**src/rtl/booth_r4_seq_acc_if.sv**
```systemverilog
// rtl/booth_r4_seq_acc_if.sv - operand/result handshake bundle for the radix-4 Booth accumulator
interface booth_r4_seq_acc_if #(
  parameter int WIDTH = 16
);
  logic                 in_valid;
  logic                 in_ready;
  logic [WIDTH-1:0]     in_a;
  logic [WIDTH-1:0]     in_b;
  logic                 out_valid;
  logic                 out_ready;
  logic [2*WIDTH-1:0]   out_result;

  modport master (
    output in_valid, in_a, in_b, out_ready,
    input  in_ready, out_valid, out_result
  );

  modport slave (
    input  in_valid, in_a, in_b, out_ready,
    output in_ready, out_valid, out_result
  );
endinterface

```
**src/rtl/booth_r4_seq_acc.sv**
```systemverilog
// rtl/booth_r4_seq_acc.sv - iterative radix-4 Booth control/accumulate stage (optional BOOTH_EARLY_TERM_EN)
module booth_r4_seq_acc #(
  parameter int WIDTH = 16
) (
  input  logic                clk,
  input  logic                rst_n,
  booth_r4_seq_acc_if.slave   bus,
  output logic [WIDTH-1:0]    o_pp_a,
  output logic                o_pp_neg,
  output logic                o_pp_zero,
  output logic                o_pp_one,
  output logic                o_pp_two,
  input  logic [2*WIDTH-1:0]  i_pp_prod,
  output logic                o_busy
);
  localparam int ITER = WIDTH / 2;
  localparam int CW   = (ITER > 1) ? $clog2(ITER) : 1;

  typedef enum logic [1:0] {S_IDLE, S_CALC, S_DONE} state_t;

  state_t               r_state;
  logic [CW-1:0]        r_cnt;
  logic [2*WIDTH-1:0]   r_acc;
  logic [2*WIDTH-1:0]   r_result;
  logic [WIDTH-1:0]     r_a;
  logic [WIDTH-1:0]     r_b;
  logic                 r_in_ready;
  logic                 r_out_valid;
  logic                 r_busy;

  logic [WIDTH:0]       w_b_ext;
  logic [CW:0]          w_shamt;
  logic [2:0]           w_trip;
  logic [2*WIDTH-1:0]   w_sum;
  logic                 w_last;

  // b[-1] is the implicit zero below the LSB; shift amount is 2*cnt
  assign w_b_ext = {r_b, 1'b0};
  assign w_shamt = {r_cnt, 1'b0};
  assign w_trip  = w_b_ext[w_shamt +: 3];
  assign w_sum   = r_acc + (i_pp_prod << w_shamt);

`ifdef BOOTH_EARLY_TERM_EN
  logic [WIDTH-1:0]     w_hi;
  // remaining multiplier bits all equal to the sign means every later triplet encodes zero
  assign w_hi   = WIDTH'($signed(r_b) >>> (w_shamt + 1'b1));
  assign w_last = (r_cnt == CW'(ITER - 1)) || (w_hi == '0) || (&w_hi);
`else
  assign w_last = (r_cnt == CW'(ITER - 1));
`endif

  // Booth recoding of the current triplet; idle state forces the zero selection
  always_comb begin
    o_pp_neg  = 1'b0;
    o_pp_zero = 1'b1;
    o_pp_one  = 1'b0;
    o_pp_two  = 1'b0;
    if (r_state == S_CALC) begin
      case (w_trip)
        3'b001, 3'b010: begin o_pp_zero = 1'b0; o_pp_one = 1'b1; end
        3'b011:         begin o_pp_zero = 1'b0; o_pp_two = 1'b1; end
        3'b100:         begin o_pp_zero = 1'b0; o_pp_two = 1'b1; o_pp_neg = 1'b1; end
        3'b101, 3'b110: begin o_pp_zero = 1'b0; o_pp_one = 1'b1; o_pp_neg = 1'b1; end
        default:        begin o_pp_zero = 1'b1; end
      endcase
    end
  end

  // Control FSM with registered handshake outputs; result register survives past DONE
  always_ff @(posedge clk or negedge rst_n) begin
    if (!rst_n) begin
      r_state     <= S_IDLE;
      r_cnt       <= '0;
      r_acc       <= '0;
      r_result    <= '0;
      r_a         <= '0;
      r_b         <= '0;
      r_in_ready  <= 1'b1;
      r_out_valid <= 1'b0;
      r_busy      <= 1'b0;
    end else begin
      case (r_state)
        S_IDLE: begin
          if (bus.in_valid) begin
            r_a        <= bus.in_a;
            r_b        <= bus.in_b;
            r_cnt      <= '0;
            r_acc      <= '0;
            r_in_ready <= 1'b0;
            r_busy     <= 1'b1;
            r_state    <= S_CALC;
          end
        end
        S_CALC: begin
          r_acc <= w_sum;
          r_cnt <= r_cnt + 1'b1;
          if (w_last) begin
            r_result    <= w_sum;
            r_out_valid <= 1'b1;
            r_busy      <= 1'b0;
            r_state     <= S_DONE;
          end
        end
        S_DONE: begin
          if (bus.out_ready) begin
            r_out_valid <= 1'b0;
            r_in_ready  <= 1'b1;
            r_state     <= S_IDLE;
          end
        end
        default: begin
          r_state     <= S_IDLE;
          r_in_ready  <= 1'b1;
          r_out_valid <= 1'b0;
          r_busy      <= 1'b0;
        end
      endcase
    end
  end

  assign o_pp_a         = r_a;
  assign o_busy         = r_busy;
  assign bus.in_ready   = r_in_ready;
  assign bus.out_valid  = r_out_valid;
  assign bus.out_result = r_result;
endmodule

```
**src/flat_wrapper.sv**
```systemverilog
// flat-port wrapper written by rule: the top's interface ports become plain ports
module booth_r4_seq_acc_flat 
#(
  parameter int WIDTH = 16
)
  (clk, rst_n, o_pp_a, o_pp_neg, o_pp_zero, o_pp_one, o_pp_two, i_pp_prod, o_busy, bus_in_valid, bus_in_a, bus_in_b, bus_out_ready, bus_in_ready, bus_out_valid, bus_out_result);
  booth_r4_seq_acc_if #(.WIDTH(WIDTH)) bus_i ();
  input  logic clk;
  input  logic rst_n;
  output logic [WIDTH-1:0] o_pp_a;
  output logic o_pp_neg;
  output logic o_pp_zero;
  output logic o_pp_one;
  output logic o_pp_two;
  input  logic [2*WIDTH-1:0] i_pp_prod;
  output logic o_busy;
  input wire logic [$bits(bus_i.in_valid)-1:0] bus_in_valid;
  input wire logic [$bits(bus_i.in_a)-1:0] bus_in_a;
  input wire logic [$bits(bus_i.in_b)-1:0] bus_in_b;
  input wire logic [$bits(bus_i.out_ready)-1:0] bus_out_ready;
  output wire logic [$bits(bus_i.in_ready)-1:0] bus_in_ready;
  output wire logic [$bits(bus_i.out_valid)-1:0] bus_out_valid;
  output wire logic [$bits(bus_i.out_result)-1:0] bus_out_result;
  assign bus_i.in_valid = bus_in_valid;
  assign bus_i.in_a = bus_in_a;
  assign bus_i.in_b = bus_in_b;
  assign bus_i.out_ready = bus_out_ready;
  assign bus_in_ready = bus_i.in_ready;
  assign bus_out_valid = bus_i.out_valid;
  assign bus_out_result = bus_i.out_result;
  booth_r4_seq_acc #(.WIDTH(WIDTH)) u_core (.clk(clk), .rst_n(rst_n), .bus(bus_i), .o_pp_a(o_pp_a), .o_pp_neg(o_pp_neg), .o_pp_zero(o_pp_zero), .o_pp_one(o_pp_one), .o_pp_two(o_pp_two), .i_pp_prod(i_pp_prod), .o_busy(o_busy));
endmodule
```
**config.mk**
```make
export PLATFORM = sky130hd
export DESIGN_NAME = booth_r4_seq_acc_flat
export DESIGN_NICKNAME = d
export VERILOG_FILES = /design/src/rtl/booth_r4_seq_acc_if.sv /design/src/rtl/booth_r4_seq_acc.sv /design/src/flat_wrapper.sv
export SDC_FILE = /design/constraint.sdc
export NUM_CORES = 1
export LEC_CHECK = 0
export BUFFER_PORTS_ARGS = -buffer_cell sky130_fd_sc_hd__buf_2
export CAP_MARGIN = 10
export CORE_ASPECT_RATIO = 0.75
export CORE_MARGIN = 10
export CORE_UTILIZATION = 45
export CTS_CLUSTER_DIAMETER = 200
export DETAILED_ROUTE_END_ITERATION = 6
export PLACE_DENSITY = 0.66
export SLEW_MARGIN = 10
export SYNTH_ARGS = -nofsm -noshare
export SYNTH_HDL_FRONTEND = slang
export SYNTH_SLANG_ARGS = --single-unit
```
**constraint.sdc**
```tcl
create_clock -name clk -period 9.83 [get_ports clk]
set_input_delay 1.966 -clock clk [delete_from_list [all_inputs] [get_ports clk]]
set_output_delay 1.966 -clock clk [all_outputs]
set_load 0.02 [all_outputs]
```
After elaboration in Yosys (flattened, before gate mapping)
Cells that the tools add are included.
- bits in registers: 104
- latch bits: 0
- memory bits (writable): 0
- memory bits (read-only): 0
- bits of input ports: 68
- output and inout port bits: 55
- logic and storage cells: 66
- memories: 0
- $add $sub $neg: 2
- $mul: 0
- div/mod/pow operators: 0
- order comparisons: 0
- equal/unequal tests: 12
- shifts and indexed selects: 2
- muxes and demuxes: 25
- bitwise logic cells: 3
- reductions and logical operators: 13
- operators by type and width (kind ; count):
    $pmux 32 s2 ; 1
    $add 32x32->32 ; 1
    $mux 32 ; 1
    $shl 32x4->32 ; 1
    $shiftx 17x5->3 ; 1
    $mux 1 ; 14
    $eq 3x3->1 const B ; 4
    $reduce_and 3->1 ; 4
    $pmux 1 s3 ; 3
    $eq 3x2->1 const B ; 2
    $mux 2 ; 3
    $pmux 2 s3 ; 1
    $pmux 3 s2 ; 1
    $reduce_and 2->1 ; 3
    $reduce_or 6->1 ; 1
    $ne 2x2->1 const B ; 2
    $reduce_or 4->1 ; 1
    $add 3x1->3 const B ; 1
    $eq 3x1->1 const B ; 1
    $mux 3 ; 1
    $not 1->1 ; 3
    $reduce_or 3->1 ; 1
    $eq 2x1->1 const B ; 1
    $eq 2x2->1 const B ; 1
    other kinds (4) ; 4

Depth between registers and ports, before layout
- depth in word-level cells: 5
- gate-level depth with buffers: 17
- depth with buffers taken out: 13

Least setup slack after synthesis
No wires, ideal clock.
- kind: input -> register
- start: input port i_pp_prod[10]
- end: register u_core.r_acc[31]
- setup time: 0.146 ns
- data arrival time: 4.259 ns
- required time: 9.684 ns
- slack: 5.425 ns
- stages: 11
- path buffers: 1
- path through: mux2_2 -> o21ai_0 -> mux2i_1 -> ha_1 -> clkbuf_1 -> a21o_1 -> o21bai_1 -> a2111oi_0 -> o31ai_1 -> a31oi_1 -> o311ai_0
- cells in the longest elaborated chain, start to end: 3
- RTL lines (element ; RTL line ; RTL):
    start: declaration ; flat_wrapper.sv:15 ; input logic [2*WIDTH-1:0] i_pp_prod;
    $shl 32x4->32 ; booth_r4_seq_acc.sv:41 ; assign w_sum = r_acc + (i_pp_prod << w_shamt);
    $add 32x32->32 ; booth_r4_seq_acc.sv:41 ;
    $pmux 32 s2 ; booth_r4_seq_acc.sv:82 ; case (r_state)
    end signal: assignment ; booth_r4_seq_acc.sv:95 ; r_acc <= w_sum;
    end: declaration ; booth_r4_seq_acc.sv:23 ; logic [2*WIDTH-1:0] r_acc;
Every way passes these cells.
A chain may end at the register's enable or synchronous reset.

Worst setup path after layout
- start: input port i_pp_prod[6]
- end: register u_core.r_result[26] (netlist: u_core.bus.out_result[26])
- cells in the longest elaborated chain, start to end: 2
- RTL lines (element ; RTL line ; RTL):
    $shl 32x4->32 ; booth_r4_seq_acc.sv:41 ;
    $add 32x32->32 ; booth_r4_seq_acc.sv:41 ;
    end signal: assignment ; booth_r4_seq_acc.sv:98 ; r_result <= w_sum;
    end: declaration ; booth_r4_seq_acc.sv:24 ; logic [2*WIDTH-1:0] r_result;
Every way passes these cells.

==> flow_metrics.env <==
export IMPL_report_final_hold_viol_count=0
export IMPL_cts_resized=0
export IMPL_cts_hold_buffers_added=0
export IMPL_dieWidth_microns=163.8
export IMPL_yosysWarnings=0
export IMPL_synth_edf_count=0
export IMPL_vias=6348
export IMPL_yosys_top_cells_area="dfrtp_1 37%, nand2_1 11%, mux2i_1 6.3%, o21ai_0 5.9%, ha_1 5.9%"
export IMPL_start_util=0.4587
export IMPL_drcViolationCount=0
export IMPL_crit_fanout=8
export IMPL_setup_violations=0
export IMPL_final_util=0.5210
export IMPL_fin_tns_setup_ns=0
export IMPL_multi_input_area_sq_um=4053
export IMPL_path_cells="buf_2 > mux2_2 > o21ai_0 > o22ai_1 > ha_1 > nand4_1 > nor2_1 > o2111ai_1 > a211o_1 > a21boi_0 > mux2i_1 > o311ai_0"
export IMPL_fin_crit_sh=0.4951
export IMPL_dr_pass1_iters=7
export IMPL_core_area_sq_um=15220
export IMPL_clockBufferDepth=2
export IMPL_nNetsFinal=1022
export IMPL_fin_worst_skew_ns=0.007441
export IMPL_synth_top_flop_cell="dfrtp_1"
export IMPL_grt_overflow=0
export IMPL_hold_class="reg2reg"
export IMPL_slew_violations=0
export IMPL_io_pin_count=123
export IMPL_async_flop_share=1.000
export IMPL_synth_most_common_cell="nand2_1"
export IMPL_diodes=0
export IMPL_cts_setup_buffers=0
export IMPL_r2r_start="u_core.r_cnt[1]"
export IMPL_cts_buffers=9
export IMPL_status="complete, no violations"
export IMPL_fillCellCount=1475
export IMPL_hold_end="u_core.bus.out_result[19]"
export IMPL_synth_compound_area_frac=0.1912
export IMPL_slowest_stage="ha_1"
export IMPL_die_y_microns=127.9
export IMPL_gp_congestion=0.9592
export IMPL_cp_required_ns=10.05
export IMPL_grt_pass1_vias=6031
export IMPL_grt_usage=0.1936
export IMPL_tightest_slew_ns=0.8505
export IMPL_cts_num_sinks=104
export IMPL_cp_arrival_ns=5.08
export IMPL_seq_area_sq_um=2605
export IMPL_seq_area_frac_synth=0.3729
export IMPL_cts_tree="yes"
export IMPL_min_path_cells=2
export IMPL_cts_max_level=3
export IMPL_antenna_found_initial=0
export IMPL_synth_area_sq_um=6983
export IMPL_synth_commonest_cells="200 x nand2_1, 103 x dfrtp_1, 83 x o21ai_0, 52 x a21oi_1, 51 x nor2_1"
export IMPL_ant_nets=0
export IMPL_netlist_instances=836
export IMPL_yosysTopAreaCell="dfrtp_1"
export IMPL_synth_top_area_frac=0.3691
export IMPL_postRouteWirelength_microns=20310
export IMPL_worstSetupEndpointType="flip-flop"
export IMPL_hpwl_microns=15470
export IMPL_clk_pin_slew_worst_paths_ns=0.08
export IMPL_slew_headroom=0.4319
export IMPL_synth_cell_type_count=62
export IMPL_synth_nets=938
export IMPL_reg2reg_depth=12
export IMPL_avgViaCountPerCell=5.618
export IMPL_synth_fa_ha_area_frac=0.06200
export IMPL_wire_per_inst_microns=17.97
export IMPL_die_area_sq_um=20950
export IMPL_drtIter0Drc=469
export IMPL_wl_met2_microns=8502
export IMPL_synth_top_family_by_area="simple AND/OR/NAND/NOR gates"
export IMPL_critical_path_class="in2reg"
export IMPL_synth_mux_area_frac=0.09532
export IMPL_r2r_end="u_core.bus.out_result[26]"
export IMPL_drt_met1_wl_microns=10020
export IMPL_cts_root_buf="clkbuf_16"
export IMPL_rsz0062_at_grt="false"
export IMPL_avgSynthCellArea_sq_um=8.353
export IMPL_area_growth_pct=13.60
export IMPL_drive_gt1_frac=0.1935
export IMPL_yosys_area_share_simple=0.1958
export IMPL_grt_max_degree=70
export IMPL_fin_crit_ns=4.867
export IMPL_drv_cap=0
export IMPL_min_from="u_core.bus.out_result[19]"
export IMPL_max_stage_delay_ns=0.47
export IMPL_portBuffers=122
export IMPL_rrSetupSlack_ns=5.38
export IMPL_met3WireLength_microns=1461
export IMPL_top_layer_used="met4"
export IMPL_yosys_register_bits=104
export IMPL_num_rows=39
export IMPL_grt_pass1_wl_microns=32630
export IMPL_clk_latency_ns=0.37
export IMPL_synth_xor_area_frac=0.03386
export IMPL_start_kind="input port"
export IMPL_max_clock_freq_ghz=0.2055
-- cells by family after synthesis --
family | Yosys count
compound gates | 219
mux | 60
flops | 104
fa+ha+maj | 34
simple gates | 326
xor+xnor | 27
buf+inv | 66
-- through the flow --
stage	hold slack (ns)	cells	cell area [sq um]	setup slack, ns
6_report	0.4738	1130	7933	4.963
2_1_floorplan	0.4403	836	6983	5.425
3_5_place_dp	0.4599	1114	7616	4.670
4_1_cts	0.4808	1130	7928	5.031
3_3_place_gp	0.4534	1114	7616	4.567
5_1_grt	0.4964	1130	7933	4.792
-- worst max-delay path by stage --
stage          cells after the start  slack [ns]            start                        end
6_report                          12        4.96     i_pp_prod[6]  u_core.bus.out_result[26]
5_1_grt                            9        4.79  u_core.r_cnt[1]                  o_pp_zero
4_1_cts                            9        5.03  u_core.r_cnt[1]                  o_pp_zero
3_5_place_dp                      12        4.67     i_pp_prod[6]  u_core.bus.out_result[26]
3_3_place_gp                      12        4.57     i_pp_prod[6]  u_core.bus.out_result[26]
2_1_floorplan                     11        5.43    i_pp_prod[10]           u_core.r_acc[31]
-- cell usage in the layout (no fill, tap or decap), drive strengths merged, types with 9 or more instances in the layout --
| cell | n |
|---|---|
| nand3 | 28 |
| buf | 130 |
| nor3 | 13 |
| o21ai | 89 |
| a21oi | 54 |
| a21o | 20 |
| ha | 33 |
| mux2 | 12 |
| dfrtp | 103 |
| mux2i | 44 |
| nand2 | 200 |
| clkbuf | 9 |
| xor2 | 11 |
| nand4 | 11 |
| nor2 | 51 |
| inv | 11 |
| xnor2 | 16 |
-- sequential cells by signal (all words and copies together) (netlist names) --
name                   cells
u_core.bus.out_result     32
u_core.r_acc              32
u_core.r_b                16
u_core.r_cnt               3
u_core.o_busy              1
u_core.bus.out_valid       1
u_core.o_pp_a             16
u_core.r_state             2
u_core.bus.in_ready        1
-- area by class of cell --
type | instances | share of cell area
multi-input combinational | 666 | 0.5109
sequential | 104 | 0.3284
timing repair buffer | 130 | 0.08486
tap | 205 | 0.03233
clock buffer | 9 | 0.02839
clock inverter | 7 | 0.01088
inverter | 9 | 0.004259
-- layer usage --
metal  track usage  up-vias
met1        0.2899     2976
met5             0        -
met2        0.2722      223
li1              -     3120
met4       0.04772        0
met3       0.04461       29
-- critical path, delay by kind of cell --
kind | cells | cell delay, ns
simple gates | 2 | 0.48
buf+inv | 1 | 0.12
fa+ha+maj | 1 | 0.47
compound gates | 6 | 1.53
mux | 2 | 0.51
Power is not shown: default switching activity piles up to over one toggle a cycle in this logic, so the estimate is an artifact.
